==> config.mk <==
export PLATFORM = sky130hd
export DESIGN_NAME = geri_yaz_hakem
export DESIGN_NICKNAME = d
export VERILOG_FILES = /design/src/rtl/geri_yaz_hakem.sv
export SDC_FILE = /design/constraint.sdc
export NUM_CORES = 1
export LEC_CHECK = 0
export CORE_ASPECT_RATIO = 1.75
export CORE_MARGIN = 5
export CORE_UTILIZATION = 52
export CTS_BUF_LIST = sky130_fd_sc_hd__clkbuf_4 sky130_fd_sc_hd__clkbuf_8
export CTS_CLUSTER_DIAMETER = 80
export DETAILED_ROUTE_END_ITERATION = 8
export GPL_ROUTABILITY_DRIVEN = 0
export PLACE_DENSITY = 0.87
export SETUP_SLACK_MARGIN = 0.3
export SLEW_MARGIN = 20
export SYNTH_ARGS = -nofsm -noshare
export SYNTH_HDL_FRONTEND = slang
export SYNTH_SLANG_ARGS = --single-unit
==> constraint.sdc <==
create_clock -name clk_i -period 6.1 [get_ports clk_i]
set_input_delay 0.915 -clock clk_i [delete_from_list [all_inputs] [get_ports clk_i]]
set_output_delay 0.915 -clock clk_i [all_outputs]
set_load 0.03 [all_outputs]
==> src/rtl/geri_yaz_hakem.sv <==
// Register-file write-port arbiter: in-order writeback vs. a one-entry buffered long-latency result.
// Optional wait-conflict counter output enabled by GERIYAZ_CAKISMA_SAYAC_EN.
module geri_yaz_hakem #(
   parameter int unsigned MAX_BEKLEME = 4
) (
   input  logic        clk_i,
   input  logic        rst_i,
   input  logic        yrt_yaz_i,
   input  logic [4:0]  yrt_rd_adres_i,
   input  logic [31:0] yrt_rd_deger_i,
   input  logic        cok_gecerli_i,
   output logic        cok_hazir_o,
   input  logic [4:0]  cok_rd_adres_i,
   input  logic [31:0] cok_rd_deger_i,
   output logic        yrt_durdur_o,
   output logic        cyo_yaz_yazmac_o,
   output logic [4:0]  cyo_yaz_adres_o,
   output logic [31:0] cyo_yaz_deger_o
`ifdef GERIYAZ_CAKISMA_SAYAC_EN
   ,
   output logic [31:0] cakisma_sayisi_o
`endif
);

   typedef enum logic [1:0] {
      BOS      = 2'b00,
      BEKLIYOR = 2'b01,
      ZORLA    = 2'b10
   } durum_t;

   localparam logic [3:0] LP_MAX = 4'(MAX_BEKLEME);

   durum_t      r_durum, w_durum_sonraki;
   logic [3:0]  r_sayac, w_sayac_sonraki;
   logic [4:0]  r_tam_adres;
   logic [31:0] r_tam_deger;
   logic        r_yaz;
   logic [4:0]  r_adres;
   logic [31:0] r_deger;

   logic        w_p;
   logic        w_aktar;
   logic        w_cok_etkin;
   logic        w_yaz;
   logic [4:0]  w_adres;
   logic [31:0] w_deger;
   logic        w_yakala;

   assign w_p         = yrt_yaz_i && (yrt_rd_adres_i != 5'd0);
   assign cok_hazir_o = (r_durum == BOS);
   assign yrt_durdur_o = (r_durum == ZORLA);
   assign w_aktar     = cok_gecerli_i && cok_hazir_o;
   // A transferred result aimed at x0 is consumed without ever touching the port.
   assign w_cok_etkin = w_aktar && (cok_rd_adres_i != 5'd0);

   always_ff @(posedge clk_i) begin
      if (rst_i) begin
         r_durum     <= BOS;
         r_sayac     <= 4'd0;
         r_tam_adres <= 5'd0;
         r_tam_deger <= 32'd0;
      end else begin
         r_durum <= w_durum_sonraki;
         r_sayac <= w_sayac_sonraki;
         if (w_yakala) begin
            r_tam_adres <= cok_rd_adres_i;
            r_tam_deger <= cok_rd_deger_i;
         end
      end
   end

   always_comb begin
      w_durum_sonraki = r_durum;
      w_sayac_sonraki = r_sayac;
      w_yaz           = 1'b0;
      w_adres         = yrt_rd_adres_i;
      w_deger         = yrt_rd_deger_i;
      w_yakala        = 1'b0;
      case (r_durum)
         BOS: begin
            if (w_cok_etkin && !w_p) begin
               w_yaz   = 1'b1;
               w_adres = cok_rd_adres_i;
               w_deger = cok_rd_deger_i;
            end else if (w_cok_etkin && (cok_rd_adres_i != yrt_rd_adres_i)) begin
               w_yaz           = 1'b1;
               w_yakala        = 1'b1;
               w_sayac_sonraki = 4'd0;
               w_durum_sonraki = BEKLIYOR;
            end else if (w_p) begin
               // Same-rd collision lands here too: the younger pipeline value wins.
               w_yaz = 1'b1;
            end
         end
         BEKLIYOR: begin
            if (!w_p) begin
               w_yaz           = 1'b1;
               w_adres         = r_tam_adres;
               w_deger         = r_tam_deger;
               w_sayac_sonraki = 4'd0;
               w_durum_sonraki = BOS;
            end else if (yrt_rd_adres_i == r_tam_adres) begin
               w_yaz           = 1'b1;
               w_sayac_sonraki = 4'd0;
               w_durum_sonraki = BOS;
            end else begin
               w_yaz           = 1'b1;
               w_sayac_sonraki = r_sayac + 4'd1;
               if (r_sayac + 4'd1 == LP_MAX)
                  w_durum_sonraki = ZORLA;
            end
         end
         ZORLA: begin
            w_yaz           = 1'b1;
            w_adres         = r_tam_adres;
            w_deger         = r_tam_deger;
            w_sayac_sonraki = 4'd0;
            w_durum_sonraki = BOS;
         end
         default: begin
            w_sayac_sonraki = 4'd0;
            w_durum_sonraki = BOS;
         end
      endcase
   end

   always_ff @(posedge clk_i) begin
      if (rst_i) begin
         r_yaz   <= 1'b0;
         r_adres <= 5'd0;
         r_deger <= 32'd0;
      end else begin
         r_yaz <= w_yaz;
         if (w_yaz) begin
            r_adres <= w_adres;
            r_deger <= w_deger;
         end
      end
   end

   assign cyo_yaz_yazmac_o = r_yaz;
   assign cyo_yaz_adres_o  = r_adres;
   assign cyo_yaz_deger_o  = r_deger;

`ifdef GERIYAZ_CAKISMA_SAYAC_EN
   logic [31:0] r_cakisma;
   logic        w_cakisma;

   // Buffered entry always competes; in BOS only a presented non-x0 result does.
   assign w_cakisma = w_p && ((r_durum == BOS) ? (cok_gecerli_i && (cok_rd_adres_i != 5'd0)) : 1'b1);

   always_ff @(posedge clk_i) begin
      if (rst_i)
         r_cakisma <= 32'd0;
      else if (w_cakisma)
         r_cakisma <= r_cakisma + 32'd1;
   end

   assign cakisma_sayisi_o = r_cakisma;
`endif

endmodule

==> results of run 1 <==
## worst paths after layout
kind,start,end,depth (start not counted)
worst max-delay path,yrt_rd_adres_i[3],cyo_yaz_deger_o[30],7
worst min register to register,cyo_yaz_deger_o[3],cyo_yaz_deger_o[3],2
worst max register to register,r_durum[0],cyo_yaz_deger_o[30],7
worst min-delay path,cyo_yaz_deger_o[3],cyo_yaz_deger_o[3],2
## cells by family (layout without fill, tap and decap cells)
group | count (synthesis) | after routing
buffers and inverters | 41 | 146
flip-flops | 81 | 81
AND/OR/NAND/NOR | 118 | 118
AO/OA/AOI/OAI | 95 | 95
XOR/XNOR | 10 | 10
multiplexers | 58 | 58
adder cells (fa/ha/maj) | 7 | 7
## cell usage after synthesis (2+ instances only)
cell       n
clkbuf_1  22
buf_6      3
buf_2      9
nor2_1    79
inv_1      6
nand3_1    4
a311oi_1  18
nand2_1   19
xor2_1     4
xnor2_1    6
ha_1       7
o32ai_1    2
a211oi_1  22
dfxtp_1   81
a22oi_1   14
a222oi_1  21
mux2i_1   38
mux2_1     9
a32oi_1    2
nor3_1     2
a21oi_1    2
mux2_2    10
nand2b_1   6
o31ai_1    2
## worst max-delay path, delay by kind of cell
| kind | cells | cell delay, ns |
|---|---|---|
| and+or+nand+nor | 1 | 0.54 |
| buffers and inverters | 2 | 0.93 |
| AOI/OAI and AO/OA | 4 | 1.45 |
## flip-flops by register name, summed over array words and instances, names as in the netlist
signal,count
cyo_yaz_deger_o,32
r_tam_deger,32
cyo_yaz_adres_o,5
r_tam_adres,5
r_sayac,4
r_durum,2
cyo_yaz_yazmac_o,1
## per-stage QoR
step,cell area (um^2),hold slack (ns)
final,5270,0.498
after global routing,5270,0.527
after CTS,5270,0.503
after detailed placement,5070,0.484
after global placement,5070,0.472
after floorplan,3890,0.459
## power groups by stage
stage / combinational [mW] / sequential (mW) / clock [mW]
after floorplan: 0.307 / 0.800 / 0
after global placement: 0.688 / 0.674 / 0
after detailed placement: 0.707 / 0.677 / 0
after CTS: 0.712 / 0.666 / 0.389
after global routing: 0.761 / 0.677 / 0.410
final: 0.711 / 0.666 / 0.382
## area by class of cell
type | instances | share of cell area, %
timing repair buffer | 124 | 23.1
sequential | 81 | 30.8
clock buffer | 14 | 3.54
multi-input combinational | 288 | 39.9
inverter | 6 | 0.427
tap | 86 | 2.04
clock inverter | 2 | 0.190
## layer usage
metal	global-route usage, %	vias to the layer above	wire, um
met5	0	-	0
met4	14.3	0	510
met3	5.01	41	680
met2	39.7	170	5850
met1	27.6	1779	4120
li1	-	1727	-
==> results.cfg, run 1 <==
[cells_and_area]
nets = 595
layout-drive-gt1-share_pct = 8.35
fin_cells = 601
antennaDiodeCount = 0
area_delta_synth_final_pct = 35.5
fillers = 569
seq_area_um2 = 1620
multiInputGateArea_um2 = 2100
mostFrequentLayoutCell = clkdlybuf4s50_1
fin_util_pct = 72.3
mostFrequentLayoutCells = 116 x clkdlybuf4s50_1, 81 x dfxtp_1, 79 x nor2_1, 38 x mux2i_1, 22 x a211oi_1

[synthesis]
syn_area_per_cell_um2 = 9.49
synth_nets = 495
async_flop_share_pct = 0
synth_cells = 410
synthMuxAreaShare_pct = 15.7
synth_top_family_by_area = compound AO/OA/AOI/OAI gates
yosys.area.top_type = dfxtp_1
synth_xor_xnor_area_share_pct = 2.25
ys_ff_latch = 81
netlist_area_um2 = 3890
ys.flop_type = dfxtp_1
synth_edf_count = 0
synth_top_area_share_pct = 41.7
ys_warn_count = 0
synth_simple_gate_area_share_pct = 12.9
synthTopCellsByArea = dfxtp_1 42%, mux2i_1 9.8%, nor2_1 7.6%
synth_compound_area_share_pct = 20.5
synth_cell_types = 46
yosysSeqAreaShare_pct = 41.7
synth-adder-area-share_pct = 2.25

[sta]
fmax_mhz = 278
skew_ns = 0.00396
fin_crit_sh_pct = 59.1
grt_setup_unrepaired = false
slew_headroom_pct = 30.9
hold_viol = 0
setup_violations = 0
period_needed_ns = 3.60
fin_setup_tns_ns = 0
slew_violations = 0
tightest_slew_ns = 1.04
layout_setup_ws_ns = 2.50

[placed_design]
place_ws_ns = 2.25
portBuffers = 117
place_inst = 585
place_hpwl_um = 7600

[power_and_ir_drop]
power.density_nw_per_um2 = 334
vdd_ir_drop_max_uv = 187
power.total_mw = 1.76
power_switching_uw = 650
p_clk_share_pct = 21.7
internal_power_mw = 1.11
p_leak_nw = 1.97
pwr-share-seq_pct = 37.9
swShare_pct = 37.0
p_comb_share_pct = 40.4

[route]
drc = 0
viasPerCell = 6.18
vias = 3717
drtPass1Iterations = 8
drt_wl_total_um = 11200
wl_per_cell_um = 18.6
detail-route-antenna-nets = 0
drtIter0Drc = 385

[run_status]
status = finished, final reports clean

[setup_path]
critical_path_class = input port to flip-flop
required_ns = 6.34
worst_ep_arrival_time_ns = 3.85
critPathLaunchType = input port
critical_path.cell_chain = clkdlybuf4s50_1 > or4_4 > o21ai_4 > a21o_1 > buf_4 > a22oi_1 > a311oi_1
slowest_delay_ns = 0.59
cp_max_fo = 20
r2r_slack_ns = 3.13
endpoint_kind = flip-flop
crit_slowest_cell = a21o_1

[cts]
cts_resized = 0
cts_tree = yes
hold_buffers = 0
htree_levels = 3
cts-root-buf = clkbuf_8
clock-sinks = 81
post-cts-setup-buffers = 0
worstSkewPairLatency_ns = 0.36
clk_pin_slew_ns = 0.08
cts.path.max_buffers = 2
cts_made_buffers = 9

[min_path]
worstHoldPathType = flip-flop to flip-flop

[grt]
grt_pass1_wl_um = 17900
grt_pass1_vias = 3845
antenna_found_initial = 0
overflow = 0
grt_max_degree = 86
grt_use_total_pct = 24.2

[die]
io_pins = 118
die_h_um = 124
dieWidth_um = 75.4
rows = 41
die_area_um2 = 9380
start_util_pct = 53.4
fp.coreArea_um2 = 7280

[run]
maxCapViolations = 0
(Power assumes the default switching activity.)
==> inputs of run 2 (changes only) <==
CORE_UTILIZATION = 44   (was 52)
PLACE_DENSITY = 0.79   (was 0.87)
clock period = 3.2 ns   (was 6.1 ns; I/O delays follow)
==> run 2 against run 1 <==
Against the previous run:
- critical path depth unchanged
- sequential cell count stayed put
- via count fell by 2.5%
- largest cell class unchanged
- power up 97%
- global-route usage decreased by 2.9 points
- clock power up 120%
- sequential power grew 91%
==> results.cfg, run 2 (synthesis gave the netlist of run 1 again) <==
[route]
viasPerCell = 5.67
drtIter0Drc = 497
drt_wl_total_um = 11300
vias = 3623
drc = 0
wl_per_cell_um = 17.7
drtPass1Iterations = 5
detail-route-antenna-nets = 0

[cts]
clk_pin_slew_ns = 0.08
worstSkewPairLatency_ns = 0.36
cts_resized = 0
cts-root-buf = clkbuf_8
post-cts-setup-buffers = 0
cts_tree = yes
htree_levels = 3
clock-sinks = 81
cts.path.max_buffers = 2
cts_made_buffers = 9
hold_buffers = 0

[sta]
grt_setup_unrepaired = false
slew_headroom_pct = 42.1
fmax_mhz = 366
fin_setup_tns_ns = 0
period_needed_ns = 2.73
fin_crit_sh_pct = 85.4
layout_setup_ws_ns = 0.469
tightest_slew_ns = 0.860
skew_ns = 0.00942
slew_violations = 0
setup_violations = 0
hold_viol = 0

[grt]
grt_use_total_pct = 21.3
antenna_found_initial = 0
overflow = 0
grt_use_met2_pct = 36.9
met1_usage_pct = 23.4
grt_pass1_wl_um = 18000
grtUsageMet3_pct = 4.03
grt_pass1_vias = 3727
busiest_layer = met2
grt_max_degree = 40

[power_and_ir_drop]
p_leak_nw = 2.01
vdd_ir_drop_max_uv = 374
power.total_mw = 3.47
power.density_nw_per_um2 = 643

[setup_path]
slowest_delay_ns = 0.60
required_ns = 3.42
critical_path.cell_chain = clkdlybuf4s50_1 > or4_1 > o21ai_1 > nand2b_4 > mux2_4 > a222oi_1 > a211oi_1
cp_max_fo = 20
worst_ep_arrival_time_ns = 2.96
r2r_slack_ns = 0.87
critical_path_class = input port to flip-flop
critPathLaunchType = input port
endpoint_kind = flip-flop
crit_slowest_cell = or4_1

[die]
io_pins = 118
dieWidth_um = 81.1
start_util_pct = 44.9
die_h_um = 134
rows = 45
die_area_um2 = 10900
fp.coreArea_um2 = 8670

[min_path]
worstHoldPathType = flip-flop to flip-flop

[cells_and_area]
layout-drive-gt1-share_pct = 9.58
area_delta_synth_final_pct = 38.5
mostFrequentLayoutCell = clkdlybuf4s50_1
nets = 602
mostFrequentLayoutCells = 116 x clkdlybuf4s50_1, 81 x dfxtp_1, 79 x nor2_1, 38 x mux2i_1, 22 x a211oi_1
antennaDiodeCount = 0

[placed_design]
place_hpwl_um = 8060
portBuffers = 117
place_ws_ns = 0.146

[run_status]
status = finished, final reports clean

[run]
maxCapViolations = 0
## run 2: changes by cell type in the layout (fill, tap and decap cells not counted)
cell	delta
buf_4	+7
clkbuf_8	-3
clkinv_4	+1
bufinv_16	+2
## run 2: per-layer routing
layer / wire [um] / share of wire, % / up-vias
met3: 580 / 5.1 / 32
li1: - / - / 1740
met2: 6040 / 53 / 127
met4: 417 / 3.7 / 0
met1: 4260 / 38 / 1724
met5: 0 / 0 / -
## run 2: critical path: cells and delay by family
family | cells | cell delay [ns]
mux | 1 | 0.33
buf+inv | 1 | 0.47
compound gates | 3 | 0.69
simple gates | 2 | 0.98
## run 2: final timing paths
kind	from	to	cells after the start
setup reg to reg	r_durum[1]	cyo_yaz_deger_o[28]	9
setup / recovery	cok_rd_adres_i[0]	cyo_yaz_deger_o[29]	7
hold / removal	cyo_yaz_deger_o[10]	cyo_yaz_deger_o[10]	2
hold reg to reg	cyo_yaz_deger_o[10]	cyo_yaz_deger_o[10]	2
## run 2: cell type report
cell class,instances,area (um^2)
Clock buffer,11,145
Tap cell,117,146
Inverter,6,22.5
Fill cell,745,3280
Multi-Input combinational cell,288,2100
Clock inverter,5,78.8
Timing Repair Buffer,131,1270
Sequential cell,81,1620
## run 2: power breakdown
| part | internal (mW) | switching [mW] |
|---|---|---|
| combinational | 0.580 | 0.781 |
| clock | 0.468 | 0.368 |
| sequential | 1.17 | 0.0966 |
| total | 2.22 | 1.25 |
## run 2: per-stage QoR
step | utilization, % | cell area, um^2 | hold slack [ns] | cells
5_1_grt | 62.2 | 5390 | 0.524 | 639
4_1_cts | 62.2 | 5390 | 0.500 | 639
3_3_place_gp | 59.6 | 5160 | 0.472 | 623
6_report | 62.2 | 5390 | 0.498 | 639
2_1_floorplan | - | 3890 | 0.459 | 410
3_5_place_dp | 59.6 | 5160 | 0.486 | 623
==> inputs of run 3 (changes only) <==
TNS_END_PERCENT = 10   (was unset)
==> results of run 3 <==
Same layout as run 2: the final DEF is identical, and so are final timing and power.
